[src/rtl/unit_clause_writer.sv]
// rtl/unit_clause_writer.sv - batches BCP unit clauses and writes them to the unit_clause register
// Optional statistics counters are enabled with `define UNIT_WRITER_STATS_EN.
module unit_clause_writer #(
    parameter int W  = 4,
    parameter int CW = 8
) (
    input  logic          clk,
    input  logic          rst_n,
    input  logic          clause_valid,
    output logic          clause_ready,
    input  logic          clause_last,
    input  logic          clause_sat,
    input  logic [W-1:0]  clause_free,
    input  logic [W-1:0]  clause_pol,
    input  logic          wr_ready,
    output logic          w_en,
    output logic [W-1:0]  wd,
    output logic [W-1:0]  wpol,
    output logic          batch_done,
    output logic          conflict,
    output logic [W-1:0]  conflict_var,
    output logic [CW-1:0] unit_cnt
`ifdef UNIT_WRITER_STATS_EN
    ,
    output logic [15:0]   tot_units,
    output logic [15:0]   tot_conflicts
`endif
);

    localparam logic [1:0] COLLECT = 2'd0;
    localparam logic [1:0] FLUSH   = 2'd1;
    localparam logic [1:0] REPORT  = 2'd2;

    logic [1:0]   state;
    logic         started;
    logic [W-1:0] unit_mask;
    logic [W-1:0] pol_mask;
    logic         conf_flag;

    logic any_free;
    logic multi_free;
    logic is_unit;
    logic is_empty;
    logic pending;
    logic same_pol;
    logic accept;

    // Only need to distinguish zero, one, or more free literals.
    always_comb begin
        any_free   = 1'b0;
        multi_free = 1'b0;
        for (int i = 0; i < W; i++) begin
            multi_free = multi_free | (any_free & clause_free[i]);
            any_free   = any_free | clause_free[i];
        end
    end

    assign is_unit  = !clause_sat && any_free && !multi_free;
    assign is_empty = !clause_sat && !any_free;
    assign pending  = |(unit_mask & clause_free);
    assign same_pol = ((pol_mask ^ clause_pol) & clause_free) == '0;
    assign accept   = clause_valid && clause_ready;

    assign clause_ready = started && (state == COLLECT);
    assign w_en         = (state == FLUSH) && wr_ready && !conf_flag && (unit_mask != '0);
    assign wd           = w_en ? unit_mask : '0;
    assign wpol         = w_en ? pol_mask : '0;
    assign batch_done   = (state == REPORT);
    assign conflict     = batch_done && conf_flag;

    always_ff @(posedge clk or negedge rst_n) begin
        if (!rst_n) begin
            state        <= COLLECT;
            started      <= 1'b0;
            unit_mask    <= '0;
            pol_mask     <= '0;
            conf_flag    <= 1'b0;
            conflict_var <= '0;
            unit_cnt     <= '0;
        end else begin
            started <= 1'b1;
            case (state)
                COLLECT: begin
                    if (accept) begin
                        if (is_unit) begin
                            if (!pending) begin
                                unit_mask <= unit_mask | clause_free;
                                pol_mask  <= pol_mask | (clause_pol & clause_free);
                                if (unit_cnt != {CW{1'b1}}) begin
                                    unit_cnt <= unit_cnt + CW'(1);
                                end
                            end else if (!same_pol) begin
                                conf_flag <= 1'b1;
                                // A recorded var is never zero, so zero means no polarity conflict yet.
                                if (conflict_var == '0) begin
                                    conflict_var <= clause_free;
                                end
                            end
                        end
                        if (is_empty) begin
                            conf_flag <= 1'b1;
                        end
                        if (clause_last) begin
                            state <= FLUSH;
                        end
                    end
                end
                FLUSH: begin
                    if (conf_flag || (unit_mask == '0) || wr_ready) begin
                        state <= REPORT;
                    end
                end
                REPORT: begin
                    unit_mask    <= '0;
                    pol_mask     <= '0;
                    conf_flag    <= 1'b0;
                    conflict_var <= '0;
                    unit_cnt     <= '0;
                    state        <= COLLECT;
                end
                default: state <= COLLECT;
            endcase
        end
    end

`ifdef UNIT_WRITER_STATS_EN
    logic [15:0] wd_pop;
    logic [16:0] units_sum;

    always_comb begin
        wd_pop = '0;
        for (int i = 0; i < W; i++) begin
            wd_pop = wd_pop + 16'(wd[i]);
        end
        units_sum = {1'b0, tot_units} + {1'b0, wd_pop};
    end

    always_ff @(posedge clk or negedge rst_n) begin
        if (!rst_n) begin
            tot_units     <= '0;
            tot_conflicts <= '0;
        end else begin
            if (w_en) begin
                tot_units <= units_sum[16] ? 16'hffff : units_sum[15:0];
            end
            if (conflict && (tot_conflicts != 16'hffff)) begin
                tot_conflicts <= tot_conflicts + 16'd1;
            end
        end
    end
`endif

endmodule

[config.mk]
export PLATFORM = sky130hd
export DESIGN_NAME = unit_clause_writer
export DESIGN_NICKNAME = d
export VERILOG_FILES = /design/src/rtl/unit_clause_writer.sv
export SDC_FILE = /design/constraint.sdc
export NUM_CORES = 1
export LEC_CHECK = 0
export ABC_AREA = 0
export ABC_CLOCK_PERIOD_IN_PS = 2300
export CORE_UTILIZATION = 60
export DETAILED_ROUTE_END_ITERATION = 16
export DONT_BUFFER_PORTS = 1
export GPL_ROUTABILITY_DRIVEN = 0
export PLACE_DENSITY = 0.79
export SYNTH_ARGS = -nofsm -noshare
export SYNTH_HDL_FRONTEND = slang
export SYNTH_SLANG_ARGS = --single-unit
[constraint.sdc]
create_clock -name clk -period 2.3 [get_ports clk]
set_input_delay 0.115 -clock clk [delete_from_list [all_inputs] [get_ports clk]]
set_output_delay 0.115 -clock clk [all_outputs]
set_load 0.005 [all_outputs]
==> summary.md <==
| Metric | Value |
|---|---|
| H-tree depth | `1` |
| Clock skew | `0.00814 ns` |
| Yosys top cell by area | `dfrtp_1` |
| Final hold violation count | `0` |
| Postcts setup bufs | `0` |
| Total Wirelength | `3.39 mm` |
| Rel. slew slack | `25.7%` |
| CTS buffer count | `3` |
| DR pass1 iterations | `4` |
| Die height | `51.0 µm` |
| Post-detail-place hpwl | `2.22 mm` |
| Worst-path fanout max | `10` |
| Final setup TNS | `0 ns` |
| Setup crit end kind | `flip-flop` |
| Worst-Margin Slew | `1.11 ns` |
| Final setup viols | `0` |
| Num Clock Sinks | `24` |
| First-pass GRT wire length | `5.59 mm` |
| Maximum VDD drop | `0.468 mV` |
| Worst EP required | `2.57 ns` |
| CTS tree | `built` |
| Syn Inst Count | `142` |
| Cell Rows | `17` |
| Slew Viols, Final | `0` |
| Max Cap Violations | `0` |
| WS Path Type | `reg -> reg` |
| Clock transition at path regs | `0.14 ns` |
| Placed insts | `165` |
| Crit share post-route | `93.8%` |
| Worst path arrival time | `2.43 ns` |
| Diode count | `0` |
| Synthesized cell area | `0.00144 mm²` |
| Fin cells | `179` |
| Yosys synthesis warning count | `0` |
| FILL cells | `165` |
| Area of the multi-input gates | `753 µm²` |
| Die area | `0.00260 mm²` |
| Cell Pwr Density | `638 mW/mm²` |
| 1st-iter DRT viols | `65` |
| Area delta synth->final | `7.82%` |
| Mapped Nets | `157` |
| Final core utilization | `69.5%` |
| Total number of vias | `1,184` |
| Synth area leaders | `dfrtp_1 42%, nor2_1 5.7%, and2_1 4.8%` |
| CTS Buffer Depth | `2` |
| Clk_lat worst skew | `0.32 ns` |
| Largest net degree at the start of global routing | `25` |
| Antenna viol nets, final | `0` |
| Layout cells sized above 1 | `13.2%` |
| Library cells used by synthesis | `40` |
| Core area | `0.00223 mm²` |
| CTS root buffer | `clkbuf_4` |
| Nets@finish | `167` |
| Grt total ovfl | `0` |
| Syn Area/Cell | `10.1 µm²` |
| Worst hold path class | `in -> reg` |
| Seq/Total Area, Yosys | `41.7%` |
| Yosys reg bits | `24` |
| Hold Crit Depth | `2` |
| LEAKAGE | `0.699 nW` |
| Residual DRC | `0` |
| Fmax | `463 MHz` |
| # port buffers | `0` |
| Critical Path Source Type | `flip-flop` |
| DR vias/cell | `6.61` |
| R2R depth | `7` |
| Drt wl/cell | `18.9 µm` |
| Initial antenna violation count | `0` |
| RSZ-0062 raised after global routing | `false` |
| I/O pin total | `38` |
| DP Area | `0.00142 mm²` |
| GRT Util Overall | `29.7%` |
| Vias in the first global route | `1,172` |
| Storage cell area | `602 µm²` |
| Top-area cell type share of the netlist area | `41.7%` |
| Result of the run | `completed` |
| Fin area | `0.00155 mm²` |
| Crit path time final | `2.16 ns` |
| Post-layout total power | `990 µW` |
| Initial core utilization | `64.5%` |
| Die width | `51.0 µm` |
-- state kept, by name, indices dropped and copies added (netlist names) --
register      count
pol_mask          4
state             2
conflict_var      4
started           1
unit_cnt          8
conf_flag         1
unit_mask         4
-- cell families after synthesis --
logic type | synth area share (%)
fa+ha+maj | 0.869
xor+xnor | 3.65
simple gates | 27.5
buf+inv | 5.99
other cells | 0.260
compound gates | 20.1
flops | 41.7
-- cells in the mapped netlist (all sizes together) --
library cell / n
or2b: 1
a31oi: 4
conb: 1
nor4: 1
inv: 3
a32o: 1
ha: 1
xnor2: 1
nand4b: 1
o21ai: 6
o21a: 1
a311oi: 2
nor2: 23
a22oi: 7
xor2: 5
and3b: 1
nand3: 3
a21o: 2
buf: 6
nand2: 1
a21oi: 11
clkbuf: 1
dfrtp: 24
a211oi: 5
nor3: 6
and3: 5
nand3b: 1
nor4b: 2
and2: 11
nor3b: 3
nand4: 2
-- layer usage --
metal | routed length [µm] | vias up | GRT usage (%)
met5 | 0 | - | 0
met4 | 61 | 0 | 15.3
met3 | 300 | 7 | 5.95
met2 | 1570 | 71 | 45.4
met1 | 1450 | 577 | 39.8
li1 | - | 529 | -
-- path summary, 6_finish.rpt --
| check | start | end | slack, ns |
|---|---|---|---|
| min reg2reg | state[1] | state[0] | 0.54 |
| max in group asynchronous | rst_n | state[0] | 1.13 |
| min | clause_free[3] | conflict_var[3] | 0.00009 |
| max reg2reg | state[0] | pol_mask[1] | 0.14 |
| max | state[0] | pol_mask[1] | 0.14 |
| min in group asynchronous | rst_n | conflict_var[2] | 0.43 |
-- stage by stage --
step           hold slack (ns)  worst slack, ns
2_1_floorplan           -0.181            0.611
3_3_place_gp            -0.180            0.517
3_5_place_dp            -0.180            0.453
4_1_cts                0.00331            0.123
5_1_grt                0.00287           0.0341
6_report             0.0000911            0.142
-- where the power goes --
group | total, mW | internal, mW | switching (mW)
Clock | 0.230 | 0.0969 | 0.134
Combinational | 0.228 | 0.103 | 0.124
Sequential | 0.532 | 0.469 | 0.0630
-- worst max-delay path, stage by stage (launching register included) --
cell and delay [ns]:
dfrtp_2 0.49, and3b_2 0.31, nand4b_4 0.15, nor2_2 0.22, buf_4 0.20, a31oi_1 0.08, dlygate4sd3_1 0.56, nor2_1 0.09
-- layout make-up --
type | count | area share, %
clock buffer | 4 | 2.34
inverter | 3 | 0.725
multi-input combinational | 108 | 48.5
sequential | 24 | 38.8
tap | 28 | 2.26
timing repair buffer | 12 | 7.41
-- repair_timing --
item | CTS | global route
endpoints found under the hold margin | 34 | 0
hold buffers | 10 | 0
setup endpoints to repair | 0 | 1
gates resized for setup | 0 | 1
-- layout by cell type, fill, tap and decap left out, drive strengths merged, types with 3 or more instances in the layout --
cell         Yosys  final
a211oi           5      5
a21oi           11     11
a22oi            7      7
a31oi            4      4
and2            11     11
and3             5      5
clkbuf           1      4
dfrtp           24     24
dlygate4sd3      0     10
inv              3      3
nand3            3      3
nor2            23     23
nor3             6      6
nor3b            3      3
o21ai            6      6
xor2             5      5
Note: power is estimated with default switching activity, not from simulation.
